File: src/rtl/fifo_read_ctrl.sv
// fifo_read_ctrl: read-domain (clk2) pointer and flag controller for the asynchronous FIFO.
// It synchronizes the Gray write pointer into clk2 and owns the read pointer. It produces the
// Empty, almost_empty and fill-level flags. It also gates the consumer's Read into a safe
// storage read enable and read address.
//
// Ports
//   clk2          read-domain clock, rising edge
//   rst2_n        asynchronous active-low reset
//   wptr_gray     Gray write pointer from the write domain (asynchronous to clk2)
//   Read          consumer read request
//   Empty         registered empty flag
//   almost_empty  registered, rd_count <= AE_THRESH
//   rd_count      registered number of entries available, 0..DEPTH
//   rd_en         storage read enable, Read & !Empty
//   rd_addr       storage read address, low PTR_WIDTH bits of the binary read pointer
//   rd_valid      storage data valid (rd_en delayed one cycle)
//   rptr_gray     registered Gray read pointer, exported to the write domain
//   underflow     sticky, set by Read while Empty; cleared only by reset
module fifo_read_ctrl #(
  parameter int unsigned DEPTH     = 512,
  parameter int unsigned PTR_WIDTH = 9,
  parameter int unsigned AE_THRESH = 4
) (
  input  logic                 clk2,
  input  logic                 rst2_n,
  input  logic [PTR_WIDTH:0]   wptr_gray,
  input  logic                 Read,
  output logic                 Empty,
  output logic                 almost_empty,
  output logic [PTR_WIDTH:0]   rd_count,
  output logic                 rd_en,
  output logic [PTR_WIDTH-1:0] rd_addr,
  output logic                 rd_valid,
  output logic [PTR_WIDTH:0]   rptr_gray,
  output logic                 underflow
);

  if (DEPTH != (32'd1 << PTR_WIDTH)) begin : g_depth_check
    $error("fifo_read_ctrl: DEPTH must equal 2**PTR_WIDTH");
  end

  localparam logic [PTR_WIDTH:0] AeThresh = (PTR_WIDTH + 1)'(AE_THRESH);

  logic [PTR_WIDTH:0] wq1_q, wq2_q;
  logic [PTR_WIDTH:0] wq2_bin;
  logic [PTR_WIDTH:0] rptr_bin_q, rptr_bin_d;
  logic [PTR_WIDTH:0] rptr_gray_q, rptr_gray_d;
  logic [PTR_WIDTH:0] rd_count_q, rd_count_d;
  logic               empty_q, empty_d;
  logic               almost_empty_q, almost_empty_d;
  logic               rd_valid_q;
  logic               underflow_q, underflow_d;

  // Gray to binary: bit i is the XOR of all Gray bits from i up to the MSB.
  always_comb begin
    wq2_bin = '0;
    for (int unsigned i = 0; i <= PTR_WIDTH; i++) begin
      wq2_bin[i] = ^(wq2_q >> i);
    end
  end

  // Gated by the registered flag, so a read can never pass the synchronized write pointer.
  assign rd_en = Read & ~empty_q;

  always_comb begin
    rptr_bin_d     = rptr_bin_q + (PTR_WIDTH + 1)'(rd_en);
    rptr_gray_d    = rptr_bin_d ^ (rptr_bin_d >> 1);
    // The flags look at the post-read pointer, so a consumed entry is never seen as still present.
    empty_d        = (rptr_gray_d == wq2_q);
    rd_count_d     = wq2_bin - rptr_bin_d;
    almost_empty_d = (rd_count_d <= AeThresh);
    underflow_d    = underflow_q | (Read & empty_q);
  end

  always_ff @(posedge clk2 or negedge rst2_n) begin
    if (!rst2_n) begin
      wq1_q          <= '0;
      wq2_q          <= '0;
      rptr_bin_q     <= '0;
      rptr_gray_q    <= '0;
      rd_count_q     <= '0;
      empty_q        <= 1'b1;
      almost_empty_q <= 1'b1;
      rd_valid_q     <= 1'b0;
      underflow_q    <= 1'b0;
    end else begin
      wq1_q          <= wptr_gray;
      wq2_q          <= wq1_q;
      rptr_bin_q     <= rptr_bin_d;
      rptr_gray_q    <= rptr_gray_d;
      rd_count_q     <= rd_count_d;
      empty_q        <= empty_d;
      almost_empty_q <= almost_empty_d;
      rd_valid_q     <= rd_en;
      underflow_q    <= underflow_d;
    end
  end

  assign Empty        = empty_q;
  assign almost_empty = almost_empty_q;
  assign rd_count     = rd_count_q;
  assign rd_addr      = rptr_bin_q[PTR_WIDTH-1:0];
  assign rd_valid     = rd_valid_q;
  assign rptr_gray    = rptr_gray_q;
  assign underflow    = underflow_q;

endmodule

File: config.mk
export PLATFORM = sky130hd
export DESIGN_NAME = fifo_read_ctrl
export DESIGN_NICKNAME = d
export VERILOG_FILES = /design/src/rtl/fifo_read_ctrl.sv
export SDC_FILE = /design/constraint.sdc
export NUM_CORES = 1
export LEC_CHECK = 0
export CORE_ASPECT_RATIO = 2
export CORE_UTILIZATION = 40
export DETAILED_ROUTE_END_ITERATION = 6
export GPL_TIMING_DRIVEN = 0
export PLACE_DENSITY = 0.71
export SLEW_MARGIN = 5
export SYNTH_ARGS = -nofsm -noshare
export SYNTH_HDL_FRONTEND = slang
export SYNTH_SLANG_ARGS = --single-unit
File: constraint.sdc
create_clock -name clk2 -period 4.8 [get_ports clk2]
set_input_delay 0.96 -clock clk2 [delete_from_list [all_inputs] [get_ports clk2]]
set_output_delay 0.96 -clock clk2 [all_outputs]
set_load 0.01 [all_outputs]
# Word-level counts from Yosys, hierarchy flattened

Index checks and enable logic that the tools add are counted.

Flip-flop bits (word level): 54
Bits in latches: 0
Memory bits (writable): 0
Bits in read-only memories: 0
Input port bits: 13
Output and inout bits: 34
Memories: 0

Add/sub/neg operators: 2
$mul: 0
Div/mod/pow operators: 0
Magnitude comparators: 1
Eq/ne operators: 1
Shift-type cells: 0
Multiplexer cells: 0
Bitwise logic cells: 5
Reduce and logical (&&, ||, !) cells: 10

Operator list:

| cell                | count |
|---|---|
| $reduce_xor 10->1   | 10 |
| $add 10x1->10       | 1 |
| $eq 10x10->1        | 1 |
| $le 10x3->1 const B | 1 |
| $sub 10x10->10      | 1 |
| $xor 10x9->10       | 1 |
| $and 1x1->1         | 2 |
| $not 1->1           | 1 |
| $or 1x1->1          | 1 |

# Logic depth before layout (Yosys ltp)

Gate-level depths: netlist of run 1.

Word-level depth: 5
Gate-level depth with buffers: 16
Mapped depth without buffers: 15

# Worst setup path after synthesis of run 1

No wires, ideal clock.

Path kind: register to register
From: register wq2_q[9]
To: register almost_empty_q (netlist: almost_empty)
Arrival: 4.137 ns
Data required time: 4.711 ns
Path slack: 0.573 ns
Cell stages (with the launch flop): 15
Path through: dfrtp_1 -> xnor3_2 -> xor3_1 -> xnor2_1 -> xor2_1 -> xnor2_1 -> ha_1 -> inv_1 -> fa_1 -> a21oi_1 -> maj3_2 -> o21bai_4 -> xnor2_1 -> or4_1 -> nor4b_2

Longest elaborated chain between the ends: 3
Elaborated cells between the ends (all ways): 12
Those cells by class: add/sub: 1; order compare: 1; reduce/logical: 10

Ends and longest elaborated chain:

| item                   | line | text |
|---|---|---|
| from (decl)            | 44   | `logic [PTR_WIDTH:0] wq1_q, wq2_q;` |
| from (signal assigned) | 88   | `wq2_q <= wq1_q;` |
| $reduce_xor 10->1      | 58   | `wq2_bin[i] = ^(wq2_q >> i);` |
| $sub 10x10->10 *       | 70   | `rd_count_d = wq2_bin - rptr_bin_d;` |
| net rd_count_d[6]      | 48   | `logic [PTR_WIDTH:0] rd_count_q, rd_count_d;` |
| $le 10x3->1 *          | 71   | `almost_empty_d = (rd_count_d <= AeThresh);` |
| net almost_empty_d     | 50   | `logic almost_empty_q, almost_empty_d;` |
| to (signal assigned)   | 93   | `almost_empty_q <= almost_empty_d;` |
| to (decl)              | 50   |  |

The timed path passes the listed nets; every way through them passes the cells marked *.

# Worst setup path in the final report of run 1

Ends and elaborated chain as after synthesis.

==> flow_summary.ini, run 1 <==
[cells_and_area]
multi_input_area_um2 = 1030
nFillCells = 487
syn2layout_area_growth_pct = 30.5
register_area_um2 = 1330
drive_gt1_share_pct = 8.94
antennaDiodeCount = 0
nets = 267
layout.cells.non_filler = 307

[setup_path]
endpoint_kind = register
required_ps = 5010
setup.worst_path.start_class = register
crit_fanout = 6
critPathKind = reg2reg
arrival_ps = 4730

[run_status]
status = complete, no violations

[global_routing]
grt_pass1_wl_um = 7250
first_global_vias = 1546
grt_overflow = 0
grt_antenna_before_repair = 0
grt_max_degree = 29
grt.total_usage_pct = 15.5

[yosys]
ys_warn_count = 0
ys_ff_latch = 53
synth_edf_count = 0
async_reset_ff_share_pct = 100
yosysUniqueCellTypes = 39
synth_ff_type = dfrtp_1
ys_seq_area_share_pct = 55.8
synth_nets = 214
syn_area_um2 = 2380
avgSynthCellArea_um2 = 12.3
netlist_instances = 193

[routing]
wirelength_um = 4320
drt_iter0_drc = 21
vias = 1521
wire_per_inst_um = 14.1
first_pass_iters = 4
antenna_left = 0
drc_errors = 0
via_per_inst = 4.95

[clock_network]
cts_buffers = 5
cts.sinks = 53
ctsHoldBuffers = 0
clockRootBuffer = clkbuf_16
cts_tree = built
insertion_delay_ps = 290
clock_path_buffers = 2
ctsHtreeMaxLevel = 2
clk_pin_slew_worst_paths_ps = 70

[floorplanning]
io_pins = 47
start_util_pct = 41.7
rows = 39
dieArea_um2 = 6290
core_area_um2 = 5710
die_y_um = 111
dieWidth_um = 56.6

[placement]
gp_congestion = 0.811
dp_cells = 301
hpwl_um = 3330
pre_cts_ws_ps = -223
io_buffer_count = 46

[timing]
fin_worst_skew_ps = 7.10
slew_viol_final = 0
fin_crit_sh_pct = 94.2
tightest_slew_ps = 922
fin_ws_ps = 279
fmax_mhz = 221
finalSetupTns_ps = 0
relSlewSlack_pct = 38.1
timing_hold_violations_final = 0
finalSetupViolations = 0
worst_hold_slack_ps = 347
period_needed_ps = 4520

[pwr]
vdd_drop_max_v = 0.000598
powerDensity_nw_per_um2 = 663
p_leak_nw = 1.33

[worst_hold_path]
hp-class = reg2reg

[job]
max_cap_viol_count = 0
[per-stage QoR]
stage	util, %	area, um^2	power (mW)
3_3_place_gp	51.1	2920	1.69
4_1_cts	53.9	3080	2.06
3_5_place_dp	51.4	2930	1.70
6_report	54.4	3110	2.06
2_1_floorplan	-	2380	1.33
5_1_grt	54.4	3110	2.22
[power by group]
group	leakage [nW]	switching, mW	internal [mW]
Clock	0.0700	0.144	0.205
Sequential	0.636	0.0571	0.566
Combinational	0.629	0.561	0.526
Total	1.33	0.763	1.30
[logic make-up after synthesis]
| group | count (synthesis) | synth area share, % |
|---|---|---|
| AO/OA/AOI/OAI | 23 | 6.57 |
| XOR/XNOR | 52 | 20.7 |
| adder cells (fa/ha/maj) | 11 | 5.83 |
| buffers and inverters | 15 | 2.36 |
| flip-flops | 53 | 55.8 |
| multiplexers | 1 | 0.420 |
| AND/OR/NAND/NOR | 38 | 8.35 |
[Yosys cell counts (2+ instances only)]
master / n / area [um^2]
inv_1: 12 / 45.0
ha_1: 7 / 87.6
a21o_1: 2 / 15.0
o31ai_1: 2 / 15.0
a21oi_1: 4 / 20.0
xor2_1: 16 / 140
dfrtp_1: 51 / 1280
dfstp_2: 2 / 52.6
and3_1: 3 / 18.8
nand2_1: 11 / 41.3
nor2b_1: 3 / 18.8
clkbuf_1: 2 / 7.51
maj3_1: 2 / 20.0
xnor2_1: 33 / 289
nor2_1: 5 / 18.8
nor3_1: 5 / 25.0
o21ai_0: 8 / 40.0
nand3_1: 4 / 20.0
[layer usage]
metal / global-route usage, % / part of all wire [%] / vias to the layer above / routed length, um
li1: - / - / 739 / -
met1: 15.4 / 35 / 746 / 1520
met2: 28.6 / 59 / 30 / 2540
met3: 3.97 / 3.9 / 6 / 167
met4: 7.32 / 2.2 / 0 / 96
met5: 0 / 0 / - / 0
[state kept, by name, summed over array words and instances (netlist names)]
name / count
underflow: 1
rptr_bin_q: 10
rptr_gray: 9
rd_count: 10
almost_empty: 1
Empty: 1
rd_valid: 1
wq1_q: 10
wq2_q: 10
[critical path, cell delays in order (launching register included)]
cell,delay (ps)
dfrtp_1,410
xnor3_2,520
xor3_1,550
xnor2_2,250
xor2_2,250
xnor2_1,160
ha_1,190
inv_1,50
fa_1,400
a21oi_1,300
maj3_2,310
o21bai_4,80
xnor2_1,150
or4_1,550
nor4b_2,270
[cells in the final DEF (no fill, tap or decap), types with 2 or more instances in the layout]
| cell | instances |
|---|---|
| o21ai_0 | 7 |
| dfstp_2 | 2 |
| ha_1 | 6 |
| a21o_1 | 2 |
| clkdlybuf4s50_1 | 45 |
| maj3_1 | 2 |
| nor2_1 | 5 |
| clkbuf_16 | 5 |
| nor3_1 | 5 |
| xnor2_1 | 31 |
| inv_1 | 12 |
| nor2b_1 | 2 |
| clkbuf_1 | 2 |
| nand2_1 | 11 |
| a21oi_1 | 4 |
| xor2_2 | 3 |
| nand3_1 | 4 |
| dfrtp_1 | 51 |
| xnor2_2 | 2 |
| and3_1 | 3 |
| xor2_1 | 14 |
| o31ai_1 | 2 |
[cell type report]
type | count | share of cell area (%)
inverter | 13 | 1.57
tap | 61 | 2.46
clock buffer | 7 | 4.59
buffer | 1 | 0.121
timing repair buffer | 47 | 15.3
sequential | 53 | 42.8
multi-input combinational | 125 | 33.2
[what timing repair did]
| action | in CTS | in global routing |
|---|---|---|
| gates resized for setup | 0 | 7 |
| setup endpoints to repair | 0 | 1 |
| setup buffers | 0 | 0 |
[final timing paths]
kind,start,endpoint,slack [ps],cells past startpoint
worst max-delay path,wq2_q[9]$_DFF_PN0_,almost_empty$_DFF_PN1_,280,14
worst min-delay path,wq1_q[1]$_DFF_PN0_,wq2_q[1]$_DFF_PN0_,350,0
worst max register to register,wq2_q[9]$_DFF_PN0_,almost_empty$_DFF_PN1_,280,14
worst min register to register,wq1_q[1]$_DFF_PN0_,wq2_q[1]$_DFF_PN0_,350,0
max in group asynchronous,rst2_n,Empty$_DFF_PN1_,3520,2
min in group asynchronous,rst2_n,wq2_q[2]$_DFF_PN0_,670,1
(Power assumes the default switching activity.)
==> inputs of run 2 (changes only) <==
--- a/config.mk
+++ b/config.mk
@@ -10,6 +10,7 @@
 export DETAILED_ROUTE_END_ITERATION = 6
 export GPL_TIMING_DRIVEN = 0
 export PLACE_DENSITY = 0.71
+export SKIP_CTS_REPAIR_TIMING = 1
 export SLEW_MARGIN = 5
 export SYNTH_ARGS = -nofsm -noshare
 export SYNTH_HDL_FRONTEND = slang
==> results of run 2 <==
Final layout, timing and power as in run 1 (identical DEF).
